## src/rtl/pc_seq_pkg.sv

```systemverilog
// pc_seq_pkg
// Shared types and constants for the PC sequencer slice: PC width, drain
// counter width, default reset/interrupt vectors, the sequencer state enum
// and the sequential PC advance helper.
// Ports: none (package).
package pc_seq_pkg;

    localparam int PC_W  = 32;
    localparam int CNT_W = 4;

    localparam logic [PC_W-1:0] DEF_RESET_VECTOR = 32'h0000_0000;
    localparam logic [PC_W-1:0] DEF_INT_VECTOR   = 32'h0000_0010;

    typedef enum logic [1:0] {
        BOOT  = 2'd0,
        RUN   = 2'd1,
        DRAIN = 2'd2,
        ENTER = 2'd3
    } pc_state_e;

    // pc + 1 or pc + 2, wrapping modulo 2^PC_W.
    function automatic logic [PC_W-1:0] pc_advance(input logic [PC_W-1:0] pc,
                                                   input logic            inc2);
        return pc + {{(PC_W-2){1'b0}}, inc2, ~inc2};
    endfunction

endpackage

```

## src/rtl/pc_sequencer_if.sv

```systemverilog
// pc_sequencer_if
// Bundles the fetch-side signals between the pipeline and the PC sequencer.
//   master : pipeline side (drives pc_cur, stall, inc2, redirect, ret, int_req)
//   slave  : sequencer side (drives pc_we, pc_next, int_ack, epc)
interface pc_sequencer_if;
    import pc_seq_pkg::*;

    logic [PC_W-1:0] pc_cur;
    logic            stall;
    logic            inc2;
    logic            redirect_valid;
    logic [PC_W-1:0] redirect_target;
    logic            ret_valid;
    logic [PC_W-1:0] ret_pc;
    logic            int_req;
    logic            pc_we;
    logic [PC_W-1:0] pc_next;
    logic            int_ack;
    logic [PC_W-1:0] epc;

    modport master (
        output pc_cur, stall, inc2, redirect_valid, redirect_target,
               ret_valid, ret_pc, int_req,
        input  pc_we, pc_next, int_ack, epc
    );

    modport slave (
        input  pc_cur, stall, inc2, redirect_valid, redirect_target,
               ret_valid, ret_pc, int_req,
        output pc_we, pc_next, int_ack, epc
    );

endinterface

```

## src/rtl/pc_seq_irq.sv

```systemverilog
// pc_seq_irq
// Interrupt bookkeeping for the PC sequencer: drain hold-off counter,
// in-service flag and the saved return address. Only instantiated when
// PC_SEQUENCER_INT_EN is defined.
// Ports:
//   clk, rst     clock, synchronous active-high reset
//   load         reload the drain counter with DRAIN_CYCLES
//   dec          decrement the drain counter
//   enter        interrupt entry: capture pc_cur into epc, set in_isr
//   ret          return from interrupt: clear in_isr
//   pc_cur       current PC (captured on entry)
//   cnt_last     drain counter is at its final cycle
//   in_isr       an interrupt is being serviced
//   epc          saved return address
module pc_seq_irq
    import pc_seq_pkg::*;
#(
    parameter int unsigned DRAIN_CYCLES = 3
) (
    input  logic            clk,
    input  logic            rst,
    input  logic            load,
    input  logic            dec,
    input  logic            enter,
    input  logic            ret,
    input  logic [PC_W-1:0] pc_cur,
    output logic            cnt_last,
    output logic            in_isr,
    output logic [PC_W-1:0] epc
);

    logic [CNT_W-1:0] cnt;

    always_ff @(posedge clk) begin
        if (rst) begin
            cnt    <= '0;
            in_isr <= 1'b0;
            epc    <= '0;
        end else begin
            if (load) begin
                cnt <= CNT_W'(DRAIN_CYCLES);
            end else if (dec) begin
                cnt <= cnt - CNT_W'(1);
            end
            if (enter) begin
                in_isr <= 1'b1;
                epc    <= pc_cur;
            end else if (ret) begin
                in_isr <= 1'b0;
            end
        end
    end

    assign cnt_last = (cnt == CNT_W'(1));

endmodule

```

## src/rtl/pc_sequencer.sv

```systemverilog
// pc_sequencer
// Chooses the next fetch address each cycle: boot vector after reset, branch
// redirect, interrupt return, interrupt entry (after a drain hold-off), stall
// hold, or sequential advance by one or two words.
// Configuration: PC_SEQUENCER_INT_EN enables interrupt support (DRAIN/ENTER
// states, in_isr, epc). Without it int_req is ignored, int_ack=0 and epc=0.
// Ports:
//   clk, rst  clock, synchronous active-high reset
//   bus       pc_sequencer_if.slave (pipeline inputs, PC write outputs)
//
// state | meaning
// ------+------------------------------------------------------------
// BOOT  | write RESET_VECTOR into the PC for one cycle
// RUN   | normal fetch: redirect > ret > interrupt start > stall > advance
// DRAIN | interrupt accepted, fetch held while the pipeline empties
// ENTER | one cycle: jump to INT_VECTOR, ack, save return address
module pc_sequencer
    import pc_seq_pkg::*;
#(
    parameter logic [PC_W-1:0] RESET_VECTOR = DEF_RESET_VECTOR,
    parameter logic [PC_W-1:0] INT_VECTOR   = DEF_INT_VECTOR,
    parameter int unsigned     DRAIN_CYCLES = 3
) (
    input  logic           clk,
    input  logic           rst,
    pc_sequencer_if.slave  bus
);

    pc_state_e       state, state_next;
    logic            pc_we;
    logic [PC_W-1:0] pc_next;
    logic            int_ack;
    logic            irq_load, irq_dec, irq_enter, irq_ret;

`ifdef PC_SEQUENCER_INT_EN
    logic            cnt_last;
    logic            in_isr;
    logic [PC_W-1:0] epc;

    pc_seq_irq #(
        .DRAIN_CYCLES (DRAIN_CYCLES)
    ) u_irq (
        .clk      (clk),
        .rst      (rst),
        .load     (irq_load),
        .dec      (irq_dec),
        .enter    (irq_enter),
        .ret      (irq_ret),
        .pc_cur   (bus.pc_cur),
        .cnt_last (cnt_last),
        .in_isr   (in_isr),
        .epc      (epc)
    );

    assign bus.epc = epc;
`else
    assign bus.epc = '0;

    logic unused_irq;
    assign unused_irq = ^{irq_load, irq_dec, irq_enter, irq_ret,
                          bus.int_req, INT_VECTOR, 4'(DRAIN_CYCLES)};
`endif

    always_ff @(posedge clk) begin
        if (rst) begin
            state <= BOOT;
        end else begin
            state <= state_next;
        end
    end

    always_comb begin
        state_next = state;
        pc_we      = 1'b0;
        pc_next    = bus.pc_cur;
        int_ack    = 1'b0;
        irq_load   = 1'b0;
        irq_dec    = 1'b0;
        irq_enter  = 1'b0;
        irq_ret    = 1'b0;

        if (rst) begin
            pc_next    = RESET_VECTOR;
            state_next = BOOT;
        end else begin
            case (state)
                BOOT: begin
                    pc_we      = 1'b1;
                    pc_next    = RESET_VECTOR;
                    state_next = RUN;
                end
                RUN: begin
                    if (bus.redirect_valid) begin
                        pc_we   = 1'b1;
                        pc_next = bus.redirect_target;
                    end else if (bus.ret_valid) begin
                        pc_we   = 1'b1;
                        pc_next = bus.ret_pc;
                        irq_ret = 1'b1;
`ifdef PC_SEQUENCER_INT_EN
                    end else if (bus.int_req && !in_isr) begin
                        irq_load   = 1'b1;
                        state_next = DRAIN;
`endif
                    end else if (bus.stall) begin
                        pc_we = 1'b0;
                    end else begin
                        pc_we   = 1'b1;
                        pc_next = pc_advance(bus.pc_cur, bus.inc2);
                    end
                end
`ifdef PC_SEQUENCER_INT_EN
                DRAIN: begin
                    // A redirect still lands in the PC, but the wrong-path
                    // fetches it triggers must drain again before entry.
                    if (bus.redirect_valid) begin
                        pc_we    = 1'b1;
                        pc_next  = bus.redirect_target;
                        irq_load = 1'b1;
                    end else begin
                        irq_dec = 1'b1;
                        if (cnt_last) begin
                            state_next = ENTER;
                        end
                    end
                end
                ENTER: begin
                    pc_we      = 1'b1;
                    pc_next    = INT_VECTOR;
                    int_ack    = 1'b1;
                    irq_enter  = 1'b1;
                    state_next = RUN;
                end
`endif
                default: begin
                    state_next = BOOT;
                end
            endcase
        end
    end

    assign bus.pc_we   = pc_we;
    assign bus.pc_next = pc_next;
    assign bus.int_ack = int_ack;

endmodule

```

## src/flat_wrapper.sv

```systemverilog
// flat-port wrapper written by rule: the top's interface ports become plain ports
module pc_sequencer_flat import pc_seq_pkg::*;
#(
    parameter logic [PC_W-1:0] RESET_VECTOR = DEF_RESET_VECTOR,
    parameter logic [PC_W-1:0] INT_VECTOR   = DEF_INT_VECTOR,
    parameter int unsigned     DRAIN_CYCLES = 3
)
  (clk, rst, bus_pc_cur, bus_stall, bus_inc2, bus_redirect_valid, bus_redirect_target, bus_ret_valid, bus_ret_pc, bus_int_req, bus_pc_we, bus_pc_next, bus_int_ack, bus_epc);
  pc_sequencer_if bus_i ();
  input  logic clk;
  input  logic rst;
  input wire logic [$bits(bus_i.pc_cur)-1:0] bus_pc_cur;
  input wire logic [$bits(bus_i.stall)-1:0] bus_stall;
  input wire logic [$bits(bus_i.inc2)-1:0] bus_inc2;
  input wire logic [$bits(bus_i.redirect_valid)-1:0] bus_redirect_valid;
  input wire logic [$bits(bus_i.redirect_target)-1:0] bus_redirect_target;
  input wire logic [$bits(bus_i.ret_valid)-1:0] bus_ret_valid;
  input wire logic [$bits(bus_i.ret_pc)-1:0] bus_ret_pc;
  input wire logic [$bits(bus_i.int_req)-1:0] bus_int_req;
  output wire logic [$bits(bus_i.pc_we)-1:0] bus_pc_we;
  output wire logic [$bits(bus_i.pc_next)-1:0] bus_pc_next;
  output wire logic [$bits(bus_i.int_ack)-1:0] bus_int_ack;
  output wire logic [$bits(bus_i.epc)-1:0] bus_epc;
  assign bus_i.pc_cur = bus_pc_cur;
  assign bus_i.stall = bus_stall;
  assign bus_i.inc2 = bus_inc2;
  assign bus_i.redirect_valid = bus_redirect_valid;
  assign bus_i.redirect_target = bus_redirect_target;
  assign bus_i.ret_valid = bus_ret_valid;
  assign bus_i.ret_pc = bus_ret_pc;
  assign bus_i.int_req = bus_int_req;
  assign bus_pc_we = bus_i.pc_we;
  assign bus_pc_next = bus_i.pc_next;
  assign bus_int_ack = bus_i.int_ack;
  assign bus_epc = bus_i.epc;
  pc_sequencer #(.RESET_VECTOR(RESET_VECTOR), .INT_VECTOR(INT_VECTOR), .DRAIN_CYCLES(DRAIN_CYCLES)) u_core (.clk(clk), .rst(rst), .bus(bus_i));
endmodule
```

## config.mk

```make
export PLATFORM = sky130hd
export DESIGN_NAME = pc_sequencer_flat
export DESIGN_NICKNAME = d
export VERILOG_FILES = /design/src/rtl/pc_seq_pkg.sv /design/src/rtl/pc_sequencer_if.sv /design/src/rtl/pc_seq_irq.sv /design/src/rtl/pc_sequencer.sv /design/src/flat_wrapper.sv
export SDC_FILE = /design/constraint.sdc
export NUM_CORES = 1
export LEC_CHECK = 0
export CAP_MARGIN = 30
export CELL_PAD_IN_SITES_DETAIL_PLACEMENT = 0
export CELL_PAD_IN_SITES_GLOBAL_PLACEMENT = 1
export CORE_ASPECT_RATIO = 1.25
export CORE_UTILIZATION = 20
export CTS_CLUSTER_DIAMETER = 30
export DETAILED_ROUTE_END_ITERATION = 6
export GPL_ROUTABILITY_DRIVEN = 0
export PLACE_DENSITY = 0.87
export SYNTH_ARGS = -nofsm -noshare
export SYNTH_HDL_FRONTEND = slang
export SYNTH_SLANG_ARGS = --single-unit
export TNS_END_PERCENT = 100
```

## constraint.sdc

```tcl
create_clock -name clk -period 8.4 [get_ports clk]
set_input_delay 2.1 -clock clk [delete_from_list [all_inputs] [get_ports clk]]
set_output_delay 2.1 -clock clk [all_outputs]
set_load 0.01 [all_outputs]
```

==> out/results.ini <==
[routing]
first_pass_iters=7
drtAntennaViolNets=0
drc=24
num_vias=2262
avgViaCountPerCell=4.875
drtIter0Drc=93
wl_mm=7.148
wl_per_cell_um=15.41

[status]
violations=design-rule violations
status=finished with violations

[grt]
track_usage_pct=15.57
first_global_vias=2235
grt_max_degree=25
grt_pass1_wl_mm=11.22
grt_overflow=0
antenna_found_initial=0

[timing]
tightest_slew_ps=961.7
hold_ws_ps=2665
tns_ps=0
fin_crit_ps=7149
setup_viol=0
fmax_mhz=139.9
fin_crit_sh_pct=85.11
hold_viol=0
rsz0062_at_grt=no
drv_slew=0
slew_headroom_pct=35.75

[floorplan]
core_um2=8194
io_pins=169
die_w_um=83.89
dieHeight_um=104.4
dieArea_um2=8755
start_util_pct=20.46
rows=37

[synthesis]
synthCells=243
async_reset_ff_share_pct=0
synth_largest_area_cell=buf_4
ys_types=49
synth_top_cell_area_share_pct=14.78
ys_ff_latch=1
syn_area_um2=1677
synth-edff-count=0
postSynthAreaPerCell_um2=6.900
ys_warn_count=0
ys_seq_area_share_pct=1.194
yosysMostFrequentCell=buf_4
synthFlopType=dfxtp_1
synth_area_leaders=buf_4 15%, xor2_1 6.8%, o221ai_1 6.3%, xnor2_1 6.3%, nand4_1 6.0%
synth_common_cells=33 x buf_4, 19 x a21oi_1, 16 x nand2_1, 16 x nand4_1, 13 x xor2_1

[clock_network]
cts_hold_buf=0
postCtsSetupRepairBufs=0
post_cts_resized=0
clk_pin_slew_ps=0

[pwr]
internal_power_mw=0.07829
p_seq_share_pct=3.9
sw_frac_of_total_pct=41.55
p_switching_mw=0.05566
p_leak_nw=1.074
vdd_ir_drop_max_mv=0.01315
combPwrFrac_pct=96.1
p_per_area_nw_per_um2=44.83
p_clk_share_pct=0
power_mw=0.1339

[worst_setup_path]
start_kind=primary input
cp.required_ps=6300
path_common_cell=clkdlybuf4s50_1
cp-end-kind=output pin
cp_max_fo=10
cp_slowest_stage_delay_ps=640
crit_path_cell_trace=clkdlybuf4s50_1 > inv_1 > ha_1 > fa_1 > nand4b_4 > nor4_4 > nand4_1 > xor2_1 > a211oi_2 > clkdlybuf4s50_1
cp.arrival_ps=5050
startpoint=bus_inc2
worst_path_max_delay_cell=nor4_4
critical_path_class=in -> out

[layout]
largest_reg_flops=1
num-fill-cells=871
design_area_um2=2988
reg_top3=u_core.state: 1 flops
largest_register=u_core.state
area.growth.synth_to_final_pct=78.21
diodes=0
finalNetCount=475
drive_gt1_share_pct=3.542
fin_util_pct=36.46

[min_path]
min-delay-start=rst
hold_depth=2
holdPathEnd=u_core.state[0]
worstHoldPathType=in -> reg

[job]
drv_cap=0

[placement]
numPortBuffers=134
place_area_um2=2988
place_hpwl_mm=5.688

==> power groups by stage <==
| stage | clock (mW) | sequential (mW) | combinational (mW) |
|---|---|---|---|
| after floorplan | 0 | 0.00523 | 0.0605 |
| after global placement | 0 | 0.00526 | 0.127 |
| after detailed placement | 0 | 0.00528 | 0.129 |
| after CTS | 0 | 0.00528 | 0.130 |
| after global routing | 0 | 0.00531 | 0.140 |
| final | 0 | 0.00527 | 0.129 |
==> per-layer routing <==
layer  GRT usage, %  part of all wire, %  vias up  wire length (µm)
li1               -                    -     1105                 -
met1          18.55                   41     1048              2948
met2          31.44                   53      107              3761
met3         0.8730                  5.7        2               410
met4         0.4926                 0.38        0                27
met5              0                    0        -                 0
==> layout by cell type (no fill, tap or decap), types with 2 or more instances in the layout <==
cell / n
ha_1: 2
xnor2_1: 12
o21ai_0: 9
a22o_1: 2
and3_1: 6
nand2b_1: 2
a31oi_1: 2
nor4_4: 2
nor3b_1: 4
inv_1: 4
o22ai_1: 6
buf_4: 5
o221ai_1: 12
clkdlybuf4s50_1: 134
nand4_1: 16
xor2_1: 13
a21oi_1: 19
and4_1: 4
and2_1: 2
nand3_1: 12
nor2_1: 12
conb_1: 33
a22oi_1: 9
o211ai_1: 2
nor2b_1: 3
nand2_1: 16
mux2i_1: 5
==> logic make-up (layout without fill, tap and decap cells) <==
logic type | after synthesis | after routing | share of synthesized area, %
buf+inv | 52 | 144 | 19.55
simple gates | 87 | 87 | 32.46
other cells | 1 | 33 | 0.2237
flops | 1 | 1 | 1.194
compound gates | 69 | 69 | 27.84
xor+xnor | 25 | 25 | 13.06
mux | 5 | 5 | 2.985
fa+ha+maj | 3 | 3 | 2.686
==> how the worst max path moves through the flow <==
stage / end / slack [ps] / cells past startpoint
final: bus_pc_next[30] / 1250 / 10
after detailed placement: bus_pc_next[30] / 1210 / 10
after global placement: bus_pc_next[30] / 1250 / 10
after CTS: bus_pc_next[30] / 1210 / 10
after floorplan: bus_pc_next[8] / 2540 / 8
after global routing: bus_pc_next[30] / 1070 / 10
==> worst max-delay path, delay by kind of cell <==
kind | cells | cell delay [ps]
AND/OR/NAND/NOR | 3 | 980
buffers and inverters | 3 | 1120
adder cells (fa/ha/maj) | 2 | 430
XOR/XNOR | 1 | 200
AO/OA/AOI/OAI | 1 | 210
==> through the flow <==
| step | std cells | setup WS (ps) |
|---|---|---|
| 2_1_floorplan | 275 | 2543 |
| 4_1_cts | 464 | 1207 |
| 5_1_grt | 464 | 1070 |
| 3_5_place_dp | 464 | 1215 |
| 6_report | 464 | 1251 |
| 3_3_place_gp | 464 | 1246 |
==> area by class of cell <==
class,count,area (µm²),area share [%]
inverter,5,18.77,0.6281
multi-input combinational,222,1449,48.49
sequential,1,20.02,0.6700
tap,97,121.4,4.062
timing repair buffer,139,1379,46.15
Note: power is estimated with default switching activity, not from simulation.
==> variant: new RTL, same flow settings <==
Encoding of `pc_state_e`: now one-hot (4 bits for 4 states).
--- a/src/rtl/pc_seq_pkg.sv
+++ b/src/rtl/pc_seq_pkg.sv
@@ -13,7 +13,7 @@
 
-    typedef enum logic [1:0] {
-        BOOT  = 2'd0,
-        RUN   = 2'd1,
-        DRAIN = 2'd2,
-        ENTER = 2'd3
+    typedef enum logic [3:0] {
+        BOOT  = 4'b0001,
+        RUN   = 4'b0010,
+        DRAIN = 4'b0100,
+        ENTER = 4'b1000
     } pc_state_e;
Function: no difference found for any inputs over 10 cycles, from zero or initial values and one cycle with rst high; not proved beyond that.
==> variant against the original RTL <==
Synthesized area rose by 42%. Hold slack got worse by 2100 ps. Setup slack got worse by 19 ps. Sequential cell count rose by 1. Critical path type unchanged. Critical endpoint is now bus_pc_next[31]. Total power rose to 2.6 times the old value. First-iteration DRC count rose to 2.7 times the old value. Wire length rose by 61%. Synthesized cell count rose by 49%. Final area rose by 29%. Sequential share of layout area rose by 0.37 points.
==> variant: results (changes against the original RTL) <==
\begin{tabular}{lr}
\hline
Metric & Value \\
\hline
\multicolumn{2}{l}{\textbf{Global route}} \\
Pin count of the biggest net entering global routing & 33 (+32\%) \\
Total routing resource utilization after global routing & 0.179 (+0.0231) \\
Number of global-route vias before repair & 3,252 (+46\%) \\
Global-route wire length before repair & 17.3 mm (+54\%) \\
\multicolumn{2}{l}{\textbf{Power}} \\
Design internal power & 201 µW (+160\%) \\
Power of the combinational group & 263 µW (+100\%) \\
Leakage & 0.00135 µW (+26\%) \\
Overall power consumption & 348 µW (+160\%) \\
Worst vdd ir & 0.0417 mV (+220\%) \\
\multicolumn{2}{l}{\textbf{Final layout}} \\
Total of fill cells in the finished design & 1,250 (+44\%) \\
Ratio of cells with drive above 1 in the final layout & 0.0517 (+0.0162) \\
Count of placed standard cells in the final layout, fillers left out & 645 (+39\%) \\
Layout net count & 594 (+25\%) \\
Count of multi-input combinational gates & 325 (+46\%) \\
Count of sequential standard cells & 2 (+1) \\
Share of the final layout cell area in sequential cells & 0.0104 (+0.00373) \\
Multi-input gate area in the final layout & 2070 µm² (+43\%) \\
Number of non-clock inverters in the layout & 11 (+6) \\
Max reg flops & 2 (+1) \\
\multicolumn{2}{l}{\textbf{Routing}} \\
Count of routing violations after the opening detailed-route iteration & 249 (+170\%) \\
Routed length per instance & 17.8 µm (+16\%) \\
Number of iterations in the first detailed-routing pass & 5 (-2) \\
\multicolumn{2}{l}{\textbf{Yosys}} \\
Xor and xnor fraction of the mapped netlist area & 0.0220 (-0.109) \\
Cell variety after synth & 67 (+37\%) \\
Ranking of synthesized cells by instance count & sky130\_fd\_sc\_hd\_\_buf\_4 (33), sky130\_fd\_sc\_hd\_\_nor2\_1 (27), sky130\_fd\_sc\_hd\_\_o21ai\_0 (26), sky130\_fd\_sc\_hd\_\_nand2\_1 (23), sky130\_fd\_sc\_hd\_\_a22oi\_1 (20) \\
Post-synth top area share & 0.104 (-0.0438) \\
Seq/Total Area, Yosys & 0.0168 (+0.00486) \\
Fraction of synthesized area in multiplexers & 0.0262 (-0.00360) \\
Cell types occupying the most area after synthesis & sky130\_fd\_sc\_hd\_\_buf\_4 (10\%), sky130\_fd\_sc\_hd\_\_a22oi\_1 (6.3\%), sky130\_fd\_sc\_hd\_\_o21ai\_0 (5.5\%), sky130\_fd\_sc\_hd\_\_o221ai\_1 (5.1\%), sky130\_fd\_sc\_hd\_\_nor2\_1 (4.3\%) \\
Gate count after technology mapping & 363 (+49\%) \\
\multicolumn{2}{l}{\textbf{Setup path}} \\
Largest driver fanout on the critical path & 9 (-1) \\
Slowest CP cell & sky130\_fd\_sc\_hd\_\_a21oi\_1 \\
Critical Path AT & 5070 ps (+20 ps) \\
\multicolumn{2}{l}{\textbf{CTS}} \\
Clock transition at the registers of the reported paths & 30 ps (+30 ps) \\
\multicolumn{2}{l}{\textbf{Outcome}} \\
Run status & complete, no violations \\
\multicolumn{2}{l}{\textbf{Placed design}} \\
Dpl cells & 642 (+38\%) \\
Detailed Place HPWL & 9.17 mm (+61\%) \\
\hline
\end{tabular}
==> variant: metrics by stage <==
stage	worst slack [ps]	instance area [µm²]
final	1230	3840
after floorplan	2600	2500
after CTS	1260	3840
after detailed placement	1250	3760
after global placement	1300	3760
after global routing	1060	3840
==> variant: metal layers <==
metal / GRT usage / vias up / wire length (µm)
met2: 0.335 / 193 / 5750
met5: 0 / - / 0
met1: 0.197 / 1618 / 4460
li1: - / 1587 / -
met3: 0.0393 / 22 / 942
met4: 0.0662 / 0 / 348
==> variant: final timing paths <==
path / cells past startpoint / from / to / slack, ps
hold / removal: 2 / u_core.state[1] / u_core.state[1] / 540
setup reg to reg: 4 / u_core.state[0] / u_core.state[0] / 7240
setup / recovery: 9 / bus_inc2 / bus_pc_next[31] / 1230
hold reg to reg: 2 / u_core.state[1] / u_core.state[1] / 540
